File: src/rtl/fetch_unit.sv
// Instruction fetch stage: PC, single-outstanding imem read FSM and an in-order instruction buffer.
// Define FETCH_PERF_CNT_EN to add the stall_cnt/flush_cnt performance counters.
module fetch_unit #(
   parameter int               WIDTH    = 16,
   parameter logic [WIDTH-1:0] RESET_PC = '0,
   parameter int               DEPTH    = 2
) (
   input  logic             clk,
   input  logic             reset_n,
   output logic             imem_req,
   output logic [WIDTH-1:0] imem_addr,
   input  logic             imem_ready,
   input  logic             imem_rvalid,
   input  logic [WIDTH-1:0] imem_rdata,
   input  logic             redirect,
   input  logic [WIDTH-1:0] redirect_pc,
   output logic             if_valid,
   input  logic             if_ready,
   output logic [WIDTH-1:0] if_instr,
   output logic [3:0]       if_op,
   output logic [WIDTH-1:0] if_pc
`ifdef FETCH_PERF_CNT_EN
   ,
   output logic [31:0]      stall_cnt,
   output logic [31:0]      flush_cnt
`endif
);

   localparam int PTR_W = (DEPTH > 1) ? $clog2(DEPTH) : 1;
   localparam int CNT_W = $clog2(DEPTH + 1);

   localparam logic [1:0] IDLE = 2'd0;
   localparam logic [1:0] REQ  = 2'd1;
   localparam logic [1:0] WAIT = 2'd2;

   logic [1:0]       state;
   logic [WIDTH-1:0] pc;
   logic [WIDTH-1:0] reqAddr;
   logic [WIDTH-1:0] tag;
   logic             drop;

   logic [WIDTH-1:0] memInstr [DEPTH];
   logic [WIDTH-1:0] memPc    [DEPTH];
   logic [PTR_W-1:0] rdPtr;
   logic [PTR_W-1:0] wrPtr;
   logic [CNT_W-1:0] count;
   logic [WIDTH-1:0] headInstr;
   logic [WIDTH-1:0] headPc;

   logic imemAccept;
   logic push;
   logic pop;
   logic hasRoom;

   function automatic logic [PTR_W-1:0] nextPtr(input logic [PTR_W-1:0] p);
      if (p == PTR_W'(DEPTH - 1)) return '0;
      return p + 1'b1;
   endfunction

   assign imemAccept = (state == REQ) && imem_ready;
   // A redirect kills the response that would otherwise be pushed this cycle.
   assign push       = (state == WAIT) && imem_rvalid && !drop && !redirect;
   assign pop        = (count != '0) && if_ready;
   assign hasRoom    = count < CNT_W'(DEPTH);

   assign imem_req  = (state == REQ);
   assign imem_addr = reqAddr;
   assign if_valid  = (count != '0);
   assign if_instr  = headInstr;
   assign if_op     = headInstr[WIDTH-1:WIDTH-4];
   assign if_pc     = headPc;

   // NOTE: all sequential state uses non-blocking assignments so every register samples pre-edge values.
   always_ff @(posedge clk or negedge reset_n) begin
      if (!reset_n) begin
         pc <= RESET_PC;
      end else if (redirect) begin
         pc <= redirect_pc;
      end else if (imemAccept && !drop) begin
         pc <= pc + 1'b1;
      end
   end

   // drop marks the single outstanding (or about-to-be-accepted) response as stale.
   always_ff @(posedge clk or negedge reset_n) begin
      if (!reset_n) begin
         state   <= IDLE;
         reqAddr <= RESET_PC;
         tag     <= '0;
         drop    <= 1'b0;
      end else begin
         case (state)
            IDLE: begin
               if (redirect || hasRoom) begin
                  state   <= REQ;
                  reqAddr <= redirect ? redirect_pc : pc;
               end
            end
            REQ: begin
               if (redirect) drop <= 1'b1;
               if (imem_ready) begin
                  state <= WAIT;
                  tag   <= reqAddr;
               end
            end
            WAIT: begin
               if (imem_rvalid) begin
                  state <= IDLE;
                  drop  <= 1'b0;
               end else if (redirect) begin
                  drop <= 1'b1;
               end
            end
            default: state <= IDLE;
         endcase
      end
   end

   // NOTE: buffer storage is data-only and deliberately not reset; count and pointers qualify it.
   always_ff @(posedge clk) begin
      if (push) begin
         memInstr[wrPtr] <= imem_rdata;
         memPc[wrPtr]    <= tag;
      end
   end

   // headInstr/headPc mirror the FIFO head and keep their last value once the buffer drains.
   always_ff @(posedge clk or negedge reset_n) begin
      if (!reset_n) begin
         count     <= '0;
         rdPtr     <= '0;
         wrPtr     <= '0;
         headInstr <= '0;
         headPc    <= '0;
      end else if (redirect) begin
         count <= '0;
         rdPtr <= '0;
         wrPtr <= '0;
      end else begin
         if (push) wrPtr <= nextPtr(wrPtr);
         if (pop)  rdPtr <= nextPtr(rdPtr);

         case ({push, pop})
            2'b10:   count <= count + 1'b1;
            2'b01:   count <= count - 1'b1;
            default: count <= count;
         endcase

         if (pop) begin
            if (count > CNT_W'(1)) begin
               headInstr <= memInstr[nextPtr(rdPtr)];
               headPc    <= memPc[nextPtr(rdPtr)];
            end else if (push) begin
               headInstr <= imem_rdata;
               headPc    <= tag;
            end
         end else if ((count == '0) && push) begin
            headInstr <= imem_rdata;
            headPc    <= tag;
         end
      end
   end

`ifdef FETCH_PERF_CNT_EN
   always_ff @(posedge clk or negedge reset_n) begin
      if (!reset_n) begin
         stall_cnt <= '0;
         flush_cnt <= '0;
      end else begin
         if (if_valid && !if_ready && (stall_cnt != '1)) stall_cnt <= stall_cnt + 1'b1;
         if (redirect && (flush_cnt != '1))              flush_cnt <= flush_cnt + 1'b1;
      end
   end
`endif

endmodule

File: config.mk
export PLATFORM = sky130hd
export DESIGN_NAME = fetch_unit
export DESIGN_NICKNAME = d
export VERILOG_FILES = /design/src/rtl/fetch_unit.sv
export SDC_FILE = /design/constraint.sdc
export NUM_CORES = 1
export LEC_CHECK = 0
export CORE_UTILIZATION = 50
export CTS_CLUSTER_SIZE = 20
export DETAILED_ROUTE_END_ITERATION = 7
export GPL_ROUTABILITY_DRIVEN = 0
export PLACE_DENSITY_LB_ADDON = 0.3
export SKIP_CTS_REPAIR_TIMING = 1
export SLEW_MARGIN = 20
export SYNTH_ARGS = -nofsm -noshare
export SYNTH_HDL_FRONTEND = slang
export SYNTH_SLANG_ARGS = --single-unit
File: constraint.sdc
create_clock -name clk -period 4.8 [get_ports clk]
set_input_delay 1.2 -clock clk [delete_from_list [all_inputs] [get_ports clk]]
set_output_delay 1.2 -clock clk [all_outputs]
set_load 0.02 [all_outputs]
==> reports/metrics.cfg <==
[outcome]
status=finished, final reports clean

[sta]
slew_headroom_pct=31.3
drv_slew=0
final_hold_viol_count=0
rsz0062_at_grt=no
worstMarginPinSlew_ps=1030
timing.final.crit_share_pct=64.5
min_period_ps=3100
timing.final.setup_violations=0
finalSetupTns_ps=0
fin_worst_skew_ps=6.42
max_freq_mhz=323

[grt]
grt_pass1_vias=4206
antenna_found_initial=0
grt_usage_pct=20.5
grt_overflow=0
grt_max_degree=65
grt_first_pass_wirelength_um=20700

[detailed_routing]
first_pass_iters=5
drt_iter0_markers=355
drc=0
vias_per_cell=5.26
antenna_left=0
detail_route.wl_per_cell_um=15.4
vias=4203
wirelength_um=12300

[final_layout]
fill_cells=1029
layout.nets=660
flow.area_growth_from_synthesis_pct=24.4
multi_input_area_um2=2250
regArea_um2=4100
finish.utilization_pct=64.2
final_layout_size_suffix_gt1_share_pct=14.7
antenna-diode-count=0

[synthesis]
synth_ff_type=dfrtp_1
syn-cell-area_um2=6560
async_flop_share_pct=57.6
netlist.area_leader.share_pct=33.2
synthDistinctLibCells=47
yosys_warnings=0
ys_ff_latch=151
seq_area_frac_synth_pct=62.4
synth.avg_cell_area_um2=12.4
ys_top_cells_by_area=dfrtp_1 33%, edfxtp_1 29%, mux2i_1 6.9%, nand2_1 5.6%, o21ai_0 4.6%
syn_inst=531
synth_edf_count=64
synth_nets=577
yosysTopAreaCell=dfrtp_1

[setup_path]
end_kind=primary output
worstPathRequired_ps=3600
setup.worst_path.class=register to primary output
start_kind=register
cp_data_arrival_time_ps=1900
worstPathMaxFanout=6

[floorplan]
ios=92
die_h_um=117
dieArea_um2=13600
initial_core_util_pct=51.6
rows=41
fp.coreArea_um2=12700
die_w_um=117

[power_and_ir_drop]
p_sw_w=0.00156
combinationalPowerShare_pct=31.0
pwr-share-seq_pct=41.3
pwr-share-clk_pct=27.7
pwr_density_cell_nw_per_um2=593
sw_frac_of_total_pct=32.3
leakagePower_nw=3.10
vdd_drop_max_uv=343
internal_power_w=0.00327

[clocking]
cts_buffer_depth=2
cts_tree=yes
root_buffer=clkbuf_16
cts_made_buffers=17
clk_latency_ps=410
path_clk_slew_ps=60
clock_sinks=151
cts.htree.levels=4

[place]
dpl.hpwl_um=8080
numPortBuffers=91

[job]
drv_cap=0

[worst_hold_path]
worstHoldPathType=register to register

[worst max-delay path: stages, from the launching register on]
cell and delay, ps:
dfrtp_1 430, inv_1 120, ha_1 270, inv_1 80
clkdlybuf4s50_1 590
[Yosys cell counts (4+ instances only)]
cell type  instances
nand2b_1           4
xor2_1             5
edfxtp_1          64
inv_1             10
buf_6              7
o21ai_0           60
nor2b_1            6
dfrtp_1           87
mux2i_1           45
nor2_1             5
nand2_1           98
nand4_1            4
clkbuf_1          12
xnor2_1            4
o21ai_2           27
buf_4              5
and3_1             4
ha_1               8
a21oi_1            5
buf_2              6
mux2_2            19
nor3_1             4
o21ai_1            5
[sequential cells by signal, indices dropped and copies added (netlist names)]
signal and count:
wrPtr 1, rdPtr 1, state 2, memPc 32
memInstr 32, imem_addr 16, pc 16, count 2
drop 1, if_instr 16, tag 16, if_pc 16
[path summary, 6_finish.rpt]
check                             from           end  slack (ps)  cells after the start
setup / recovery              count[1]      if_valid        1700                      4
hold / removal             if_instr[1]   if_instr[1]         470                      2
setup reg to reg              state[1]         pc[5]        2450                      6
hold reg to reg            if_instr[1]   if_instr[1]         470                      2
max in group asynchronous      reset_n   if_instr[5]        3050                      2
min in group asynchronous      reset_n  if_instr[14]         840                      1
[kinds of logic after synthesis]
kind of cell               synth area share [%]
buffers and inverters                      3.66
DFF                                        62.4
and+or+nand+nor                            9.86
muxes                                      10.1
AOI/OAI and AO/OA                          11.2
xor gates and xnor gates                   1.20
adders and majority gates                  1.53
[final cells by class]
cell class,count,area share (%)
Sequential cell,151,50.2
Multi-Input combinational cell,337,27.6
Timing Repair Buffer,97,11.6
Clock buffer,20,5.59
Tap cell,172,2.64
Clock inverter,12,1.84
Inverter,10,0.460
[power by group through the flow]
| stage | combinational, W | sequential, W | clock [W] |
|---|---|---|---|
| CTS | 0.00152 | 0.00200 | 0.00137 |
| finish | 0.00150 | 0.00200 | 0.00134 |
| detailed placement | 0.00151 | 0.00202 | 0 |
| global placement | 0.00147 | 0.00200 | 0 |
| global route | 0.00165 | 0.00205 | 0.00143 |
| floorplan | 0.000752 | 0.00211 | 0 |
[per-layer routing]
layer	wire [um]	track usage (%)	share of wire, %	vias up
li1	-	-	-	2074
met1	5580	26.1	45	2000
met2	5990	34.0	49	113
met3	588	5.40	4.8	16
met4	180	7.00	1.5	0
met5	0	0	0	-
[stage by stage]
stage                     hold slack [ps]  power (W)  area, um2  std cells  worst slack (ps)
after floorplan                       453    0.00287       6560        531               176
after global placement                460    0.00347       7560        767              1660
after detailed placement              465    0.00354       7560        767              1550
after CTS                             479    0.00489       8160        799              1690
after global routing                  498    0.00513       8160        799              1600
final                                 473    0.00484       8160        799              1700
[cell usage in the layout, fill, tap and decap left out, types with 5 or more instances in the layout]
cell type	Yosys	final
inv_1	10	10
nor2b_1	6	6
clkdlybuf4s50_1	0	89
o21ai_0	60	59
nand2_1	98	98
mux2i_1	45	45
o21ai_2	27	28
nor2_1	5	5
a21oi_1	5	5
clkbuf_16	0	17
o21ai_1	5	5
buf_4	5	7
edfxtp_1	64	64
mux2_2	19	19
ha_1	8	8
xor2_1	5	5
dfrtp_1	87	86
(Power assumes the default switching activity.)
